[config.mk]
export PLATFORM = sky130hd
export DESIGN_NAME = count_rate_sampler
export DESIGN_NICKNAME = d
export VERILOG_FILES = /design/src/rtl/count_rate_sampler.sv
export SDC_FILE = /design/constraint.sdc
export NUM_CORES = 1
export LEC_CHECK = 0
export BUFFER_PORTS_ARGS = -buffer_cell sky130_fd_sc_hd__buf_2
export CORE_UTILIZATION = 60
export DETAILED_ROUTE_END_ITERATION = 10
export PLACE_DENSITY = 0.79
export REMOVE_ABC_BUFFERS = 1
export SLEW_MARGIN = 20
export SYNTH_ARGS = -nofsm -noshare
export SYNTH_HDL_FRONTEND = slang
export SYNTH_SLANG_ARGS = --single-unit
[constraint.sdc]
create_clock -name clk -period 3.49 [get_ports clk]
set_input_delay 1.047 -clock clk [delete_from_list [all_inputs] [get_ports clk]]
set_output_delay 1.047 -clock clk [all_outputs]
set_load 0.02 [all_outputs]
[src/rtl/count_rate_sampler.sv]
// Samples an asynchronous 16-bit event counter once per gate interval and
// publishes the per-gate event count over a valid/ready handshake.
module count_rate_sampler #(
  parameter int unsigned GATE_CYCLES  = 50000,
  parameter int unsigned STABLE_TRIES = 4
) (
  input  logic        clk,
  input  logic        clr,
  input  logic [15:0] cnt_in,
  input  logic        out_ready,
  input  logic        err_clr,
  output logic [15:0] out_data,
  output logic        out_valid,
  output logic        sample_err,
  output logic        overrun
);

  localparam int unsigned CNT_W  = 16;
  localparam int unsigned GATE_W = 24;
  localparam int unsigned TRY_W  = $clog2(STABLE_TRIES + 1);

  localparam logic [1:0] IDLE    = 2'd0;
  localparam logic [1:0] SAMPLE  = 2'd1;
  localparam logic [1:0] PUBLISH = 2'd2;

  logic [1:0]       state, state_nxt;
  logic [TRY_W-1:0] tries, tries_nxt;
  logic [GATE_W-1:0] gate_cnt;
  logic             gate_tick;
  logic [CNT_W-1:0] s1, s2, s3;
  logic [CNT_W-1:0] cur, prev, delta;
  logic             primed;
  logic             stable;
  logic             ld_cur, publish, try_fail;
  logic             accept, pub_load, pub_drop;

  assign gate_tick = (gate_cnt == GATE_W'(GATE_CYCLES - 1));
  assign stable    = (s2 == s3);
  assign delta     = cur - prev;
  assign accept    = out_valid & out_ready;
  assign pub_load  = publish & primed & (~out_valid | out_ready);
  assign pub_drop  = publish & primed & out_valid & ~out_ready;

  // Next-state and control strobes
  always_comb begin
    state_nxt = state;
    tries_nxt = tries;
    ld_cur    = 1'b0;
    publish   = 1'b0;
    try_fail  = 1'b0;
    case (state)
      IDLE: begin
        if (gate_tick) begin
          state_nxt = SAMPLE;
          tries_nxt = '0;
        end
      end
      SAMPLE: begin
        if (stable) begin
          ld_cur    = 1'b1;
          state_nxt = PUBLISH;
        end else if (tries == TRY_W'(STABLE_TRIES - 1)) begin
          try_fail  = 1'b1;
          state_nxt = IDLE;
        end else begin
          tries_nxt = tries + TRY_W'(1);
        end
      end
      PUBLISH: begin
        publish   = 1'b1;
        state_nxt = IDLE;
      end
      default: state_nxt = IDLE;
    endcase
  end

  // FSM state register
  always_ff @(posedge clk or negedge clr) begin
    if (!clr) begin
      state <= IDLE;
      tries <= '0;
    end else begin
      state <= state_nxt;
      tries <= tries_nxt;
    end
  end

  // Synchroniser, gate timer, datapath and registered outputs
  always_ff @(posedge clk or negedge clr) begin
    if (!clr) begin
      s1         <= '0;
      s2         <= '0;
      s3         <= '0;
      gate_cnt   <= '0;
      cur        <= '0;
      prev       <= '0;
      primed     <= 1'b0;
      out_data   <= '0;
      out_valid  <= 1'b0;
      sample_err <= 1'b0;
      overrun    <= 1'b0;
    end else begin
      s1 <= cnt_in;
      s2 <= s1;
      s3 <= s2;
      gate_cnt <= gate_tick ? '0 : gate_cnt + GATE_W'(1);
      if (ld_cur) cur <= s2;
      if (publish) begin
        prev   <= cur;
        primed <= 1'b1;
      end
      if (pub_load) begin
        out_data  <= delta;
        out_valid <= 1'b1;
      end else if (accept) begin
        out_valid <= 1'b0;
      end
      // A new error event takes priority over a coincident clear
      if (try_fail)     sample_err <= 1'b1;
      else if (err_clr) sample_err <= 1'b0;
      if (pub_drop)     overrun <= 1'b1;
      else if (err_clr) overrun <= 1'b0;
    end
  end

endmodule

==> results of run 1 <==
[worst paths after layout]
kind                                end  slack (ps)
setup / recovery           out_data[14]         880
hold / removal                    s2[3]         350
setup reg to reg           out_data[14]         880
hold reg to reg                   s2[3]         350
max in group asynchronous  gate_cnt[23]        2200
min in group asynchronous   out_data[1]         530
[logic make-up after synthesis]
logic type | Yosys count | synth area share [%]
compound gates | 76 | 9.25
xor+xnor | 42 | 6.77
buf+inv | 33 | 2.44
flops | 129 | 59.4
fa+ha+maj | 19 | 4.51
simple gates | 135 | 12.5
mux | 22 | 5.18
[placed cells by master (no fill, tap or decap), types with 5 or more instances in the layout]
| cell | n |
|---|---|
| o21a_1 | 9 |
| nor3_1 | 8 |
| buf_4 | 6 |
| nor2_1 | 23 |
| nand2_1 | 44 |
| nor2b_1 | 5 |
| ha_1 | 18 |
| xor2_1 | 29 |
| a21oi_1 | 10 |
| clkinv_4 | 5 |
| dfrtp_1 | 129 |
| buf_2 | 37 |
| xnor2_1 | 13 |
| nand4_1 | 7 |
| clkbuf_16 | 16 |
| mux2_4 | 9 |
| mux2_2 | 13 |
| nor4_1 | 9 |
| and3_1 | 6 |
| o21ai_0 | 29 |
| inv_1 | 22 |
| nand3_1 | 14 |
[through the flow]
step / cell area [sq um] / hold slack [ps]
5_1_grt: 6370 / 352
2_1_floorplan: 5390 / 331
4_1_cts: 6370 / 351
6_report: 6370 / 349
3_3_place_gp: 5770 / 333
3_5_place_dp: 5770 / 335
[metal layers]
layer	up-vias	routed length, um	GRT usage [%]
met4	0	266	12.3
met5	-	0	0
met2	108	5240	39.0
li1	1697	-	-
met1	1765	4510	32.2
met3	28	413	5.11
[power by group through the flow]
stage          sequential (mW)  combinational, mW  clock, mW
6_report                  1.54             0.0572       1.77
5_1_grt                   1.54             0.0670       1.87
4_1_cts                   1.54             0.0597       1.80
3_5_place_dp              1.57             0.0587          0
3_3_place_gp              1.57             0.0579          0
2_1_floorplan             1.56             0.0130          0
[worst register-to-register path, cell delays in order, from the launching register on]
cell and delay (ps):
dfrtp_1 360, inv_1 50, ha_1 240, fa_1 420
nor2b_1 230, o2111ai_1 160, and3_1 200, or4_1 530
a211oi_1 200, nand3b_1 140
[registers in the layout, indices dropped and copies added, names as in the netlist]
register	cells
s3	16
cur	16
state	2
gate_cnt	24
out_valid	1
sample_err	1
s2	16
out_data	16
s1	16
overrun	1
tries	3
prev	16
primed	1
[cell type report]
type                    count  area share [%]
inverters                  22            1.30
clock buffers              18            6.56
clock inverters            14            2.83
flip-flops and latches    129            50.7
multi-input cells         294            32.6
well taps                 108            2.12
repair buffers             44            3.93
==> results.txt, run 1 <==
----------------------------------------------------
[Placement]
  Place WS ... 922 ps
  Buffers on Ports ... 38
  Instance count after placement with tap cells included ... 597
  GPL Wtd Cong ... 0.844
  Half-perimeter wire length of the detailed placement result ... 6500 um

[STA]
  Relative max-transition margin ... 42.9%
  Total negative setup slack ... 0 ps
  Max Freq ... 0.384 GHz
  Final Max Slew Viols ... 0
  Final Cycle Share ... 74.7%
  Setup repair after global routing missed its margin ... false
  Slew at the pin closest to its max-slew limit ... 856 ps
  Worst Slack Setup Final ... 884 ps
  Final count of hold timing violations ... 0
  Setup Skew ... 9.02 ps
  Shortest period the worst path allows ... 2610 ps
  Final setup vio count ... 0

[Outcome]
  Outcome ... finished, final reports clean

[Floorplan]
  Die outline width ... 97.2 um
  I/O pin cnt ... 39
  DIE HEIGHT ... 97.2 um
  Std-Cell Rows ... 34
  CORE AREA ... 8760 sq um
  Starting Density ... 62.0%
  Die area ... 9440 sq um

[Clocking]
  Cts repair resizes ... 0
  TritonCTS clock tree ... yes
  Buffers inserted by post-CTS timing repair ... 0
  Clock slew at reported path FFs ... 60 ps
  Depth of the CTS H-tree ... 4
  Later-pin clock latency in the skew report ... 520 ps
  Clock tree root driver cell ... clkbuf_8
  Post-cts hold buffer count ... 0
  CTS Buf Count ... 17
  CTS max path bufs ... 2
  Total clock sinks ... 129

[Drt]
  Via count ... 3598
  WL/cell ... 16.6 um
  First-pass iteration count of the detailed router ... 4
  Count of unresolved DRC violations after routing ... 0
  Vias per cell ... 5.72
  Total length of routed wires ... 10400 um
  DR iter-0 viols ... 146
  Detail Route Antenna Nets ... 0

[Power]
  Worst vdd ir ... 0.426 mV
  Power density of the placed cells ... 529 nW/um^2
  Sequential share of power ... 45.7%
  Net Switching ... 0.732 mW
  Fraction of power spent switching nets ... 21.7%
  Relative contribution of combinational cells to total power ... 1.7%
  Lkg Pwr ... 3.09 nW
  Share of total power in the clock network ... 52.6%
  Sum of internal, switching and leakage power ... 3.37 mW
  Design internal power ... 2.64 mW

[Worst setup path]
  Data required time of the critical path ... 3940 ps
  Critical Path Stages ... 9
  Logic depth of the worst register-to-register path ... 9
  Critical Path AT ... 3060 ps
  CP startpoint kind ... flop
  Setup Crit Path Kind ... reg2reg
  Standard cell with the maximum stage delay on the critical path ... or4_1
  Max stage delay on crit path ... 530 ps
  Start point of the critical path ... cur[0]
  Bufs and invs on worst path ... 1
  Reg2reg start ... cur[0]
  CP Capture Type ... flop
  Critical-path cell list ... inv_1, ha_1, fa_1, nor2b_1, o2111ai_1, and3_1, or4_1, a211oi_1, nand3b_1
  Max Fanout on Critical Path ... 3
  Top delay family on crit path ... simple AND/OR/NAND/NOR gates

[Final layout]
  Combined flip-flop and latch cell area ... 3230 sq um
  Non-filler instance count after layout ... 629
  Total Nets Final ... 547
  Final antenna diode count ... 0
  Signed area change from the synthesized netlist to the final layout ... 17.2%
  Area of the multi-input gates ... 2080 sq um
  Core Util, Final ... 72.7%
  Fillers ... 568
  Fraction of layout instances using a drive strength above 1 ... 20.2%

[Synthesis]
  Post-synth ARST share ... 100%
  Top cells by area, synth ... dfrtp_1 (59%), xor2_1 (4.7%), ha_1 (4.1%), nand2_1 (3.0%), mux2_2 (2.7%)
  Main flop type after synthesis ... dfrtp_1
  Top cells by count, synth ... dfrtp_1 (129), nand2_1 (44), o21ai_0 (29), xor2_1 (29), nor2_1 (23)
  Count of flip-flops with a built-in enable after synthesis ... 0
  Most area-hungry cell type in the Yosys netlist ... dfrtp_1
  Combined area of all synthesized cells ... 5440 sq um
  Synth Register Bits ... 129
  Yosys warnings ... 0
  Count of different cell masters after synthesis ... 48
  Post-synth top area share ... 59.4%
  Average cell area after synthesis ... 11.9 sq um
  Count leader, synth ... dfrtp_1
  Post-synthesis sequential area ratio ... 59.4%
  Gate count after technology mapping ... 456

[Global routing]
  Maximum number of pins on one net before global-route repair ... 61
  Number of global-route vias before repair ... 3602
  GRT Resource Usage Total ... 24.5%
  Initial antenna violation count ... 0
  First-pass GRT wire length ... 17900 um
  Leftover overflow at the end of global routing ... 0

[Worst hold path]
  Hold Crit Class ... reg2reg
  Startpoint of the lowest-slack hold path ... s1[3]
  Worst Hold Path Cells ... 0

[Job]
  Number of maximum-capacitance violations ... 0

----------------------------------------------------
Power figures use the tool's default switching activity.
==> run 2: changes to the inputs <==
==> constraint.sdc (replaced) <==
create_clock -name clk -period 2.45 [get_ports clk]
set_input_delay 0.735 -clock clk [delete_from_list [all_inputs] [get_ports clk]]
set_output_delay 0.735 -clock clk [all_outputs]
set_load 0.02 [all_outputs]
==> run 2 against run 1 <==
Effect of this change:
- sequential power rose by 43%
- first-iteration DRC count grew 34%
- worst hold slack lost 190 ps
- wire length fell by 2.3%
- worst setup slack worse by 860 ps
- critical endpoint is now out_data[15]
- largest cell class unchanged
==> results.txt, run 2 (synthesis results as in run 1) <==
----------------------------------------------------
[Worst setup path]
  Setup Crit Path Kind ... reg2reg (unchanged)
  Data required time of the critical path ... 2840 ps (was 3940 ps)
  Critical Path AT ... 2810 ps (was 3060 ps)
  Reg2reg start ... prev[1] (was cur[0])
  Max Fanout on Critical Path ... 2 (was 3)
  Logic depth of the worst register-to-register path ... 8 (was 9)
  CP Capture Type ... flop (unchanged)
  Start point of the critical path ... prev[1] (was cur[0])
  CP startpoint kind ... flop (unchanged)

[Floorplan]
  I/O pin cnt ... 39 (unchanged)
  Die outline width ... 97.2 um (unchanged)
  CORE AREA ... 8760 sq um (unchanged)
  DIE HEIGHT ... 97.2 um (unchanged)
  Starting Density ... 62.0% (unchanged)
  Std-Cell Rows ... 34 (unchanged)
  Die area ... 9440 sq um (unchanged)

[Final layout]
  Post-route cell area ... 6480 sq um (was 6370 sq um)
  Signed area change from the synthesized netlist to the final layout ... 19.3% (was 17.2%)
  Most common cell after layout, fill and taps aside ... dfrtp_1 (unchanged)
  Top register by number of flip-flops ... gate_cnt (unchanged)
  Core Util, Final ... 74.0% (was 72.7%)
  Area of the multi-input gates ... 2110 sq um (was 2080 sq um)
  Number of flip-flops under the largest register name ... 24 (unchanged)
  Final antenna diode count ... 0 (unchanged)
  Non-filler instance count after layout ... 639 (was 629)
  Fillers ... 552 (was 568)
  Fraction of layout instances using a drive strength above 1 ... 23.0% (was 20.2%)
  Total Nets Final ... 557 (was 547)
  Combined flip-flop and latch cell area ... 3230 sq um (unchanged)
  Commonest cells after routing, fill and taps aside ... dfrtp_1 (129), nand2_1 (44), buf_2 (37) (unchanged)

[Clocking]
  TritonCTS clock tree ... yes (unchanged)
  Total clock sinks ... 129 (unchanged)
  CTS max path bufs ... 2 (unchanged)
  Clock slew at reported path FFs ... 60 ps (about the same)
  Later-pin clock latency in the skew report ... 510 ps (was 520 ps)
  Depth of the CTS H-tree ... 4 (unchanged)
  CTS Buf Count ... 17 (unchanged)
  Clock tree root driver cell ... clkbuf_8 (unchanged)

[Drt]
  DR iter-0 viols ... 195 (was 146)
  Total length of routed wires ... 10200 um (was 10400 um)
  WL/cell ... 15.9 um (was 16.6 um)
  Via count ... 3591 (was 3598)
  First-pass iteration count of the detailed router ... 5 (was 4)
  Detail Route Antenna Nets ... 0 (unchanged)
  Vias per cell ... 5.62 (was 5.72)
  Count of unresolved DRC violations after routing ... 0 (unchanged)

[Placement]
  Half-perimeter wire length of the detailed placement result ... 6510 um (was 6500 um)
  GPL Wtd Cong ... 0.874 (was 0.844)
  Total cell area at the placement stage ... 5820 sq um (was 5770 sq um)
  Buffers on Ports ... 38 (unchanged)
  Place WS ... -74.5 ps (was 922 ps)
  Instance count after placement with tap cells included ... 602 (was 597)

[STA]
  Hold WS ... 163 ps (was 349 ps)
  Setup Skew ... 6.54 ps (was 9.02 ps)
  Final count of hold timing violations ... 0 (unchanged)
  Final setup vio count ... 0 (unchanged)
  Relative max-transition margin ... 49.5% (was 42.9%)
  Shortest period the worst path allows ... 2430 ps (was 2610 ps)
  Worst Slack Setup Final ... 21.9 ps (was 884 ps)
  Total negative setup slack ... 0 ps (unchanged)
  Final Cycle Share ... 99.1% (was 74.7%)
  Max Freq ... 0.412 GHz (was 0.384 GHz)
  Slew at the pin closest to its max-slew limit ... 750 ps (was 856 ps)
  Final Max Slew Viols ... 0 (unchanged)

[Power]
  Lkg Pwr ... 3.15 nW (was 3.09 nW)
  Worst vdd ir ... 0.647 mV (was 0.426 mV)
  Sum of internal, switching and leakage power ... 4.77 mW (was 3.37 mW)
  Power density of the placed cells ... 735 nW/um^2 (was 529 nW/um^2)

[Global routing]
  Maximum number of pins on one net before global-route repair ... 56 (was 61)
  Number of global-route vias before repair ... 3555 (was 3602)
  First-pass GRT wire length ... 17200 um (was 17900 um)
  GRT Resource Usage Total ... 23.4% (was 24.5%)
  Leftover overflow at the end of global routing ... 0 (unchanged)
  Initial antenna violation count ... 0 (unchanged)

[Outcome]
  Outcome ... finished, final reports clean (unchanged)

[Worst hold path]
  Hold Crit Class ... in2async (was reg2reg)

[Job]
  Number of maximum-capacitance violations ... 0 (unchanged)

----------------------------------------------------
## run 2: what timing repair did
action                     4_1_cts  5_1_grt
setup endpoints to repair        2        3
pin swaps                        1        2
gates resized for setup          1        7
setup buffers                    1        4
hold buffers                     0        0
gates cloned                     0        0
## run 2: metal layers
layer  routed length (um)  share of wire (%)  global-route usage, %  vias up
met5                    0                  0                      0        -
met4                  236                2.3                   9.30        0
met3                  431                4.2                   5.18       26
met2                 4860                 48                   38.0      110
met1                 4660                 46                   30.8     1747
li1                     -                  -                      -     1708
## run 2: worst paths after layout
path                                     end  slack (ps)
worst max-delay path            out_data[15]          20
worst min-delay path             out_data[1]         160
worst max register to register  out_data[15]          20
worst min register to register         s2[0]         350
max in group asynchronous        gate_cnt[0]        1680
min in group clk                      s1[11]         330
## run 2: where the power goes
group          internal (mW)  switching (mW)  total (mW)
clock network           1.58           0.909        2.49
registers               2.17          0.0247        2.20
logic                 0.0299          0.0553      0.0852
total                   3.78           0.989        4.77
## run 2: final cells by class
class	count	share of cell area [%]
Sequential cell	129	49.8
Multi-Input combinational cell	294	32.5
Clock buffer	19	6.66
Timing Repair Buffer	54	5.21
Clock inverter	13	2.45
Tap cell	108	2.08
Inverter	22	1.27
## run 2: worst max-delay path, cell delays in order (launching register included)
cell	delay (ps)
dfrtp_1	370
inv_1	80
ha_1	290
nor2b_4	140
o31a_1	250
o31a_1	290
a2111o_1	420
and2_1	160
a311o_1	300
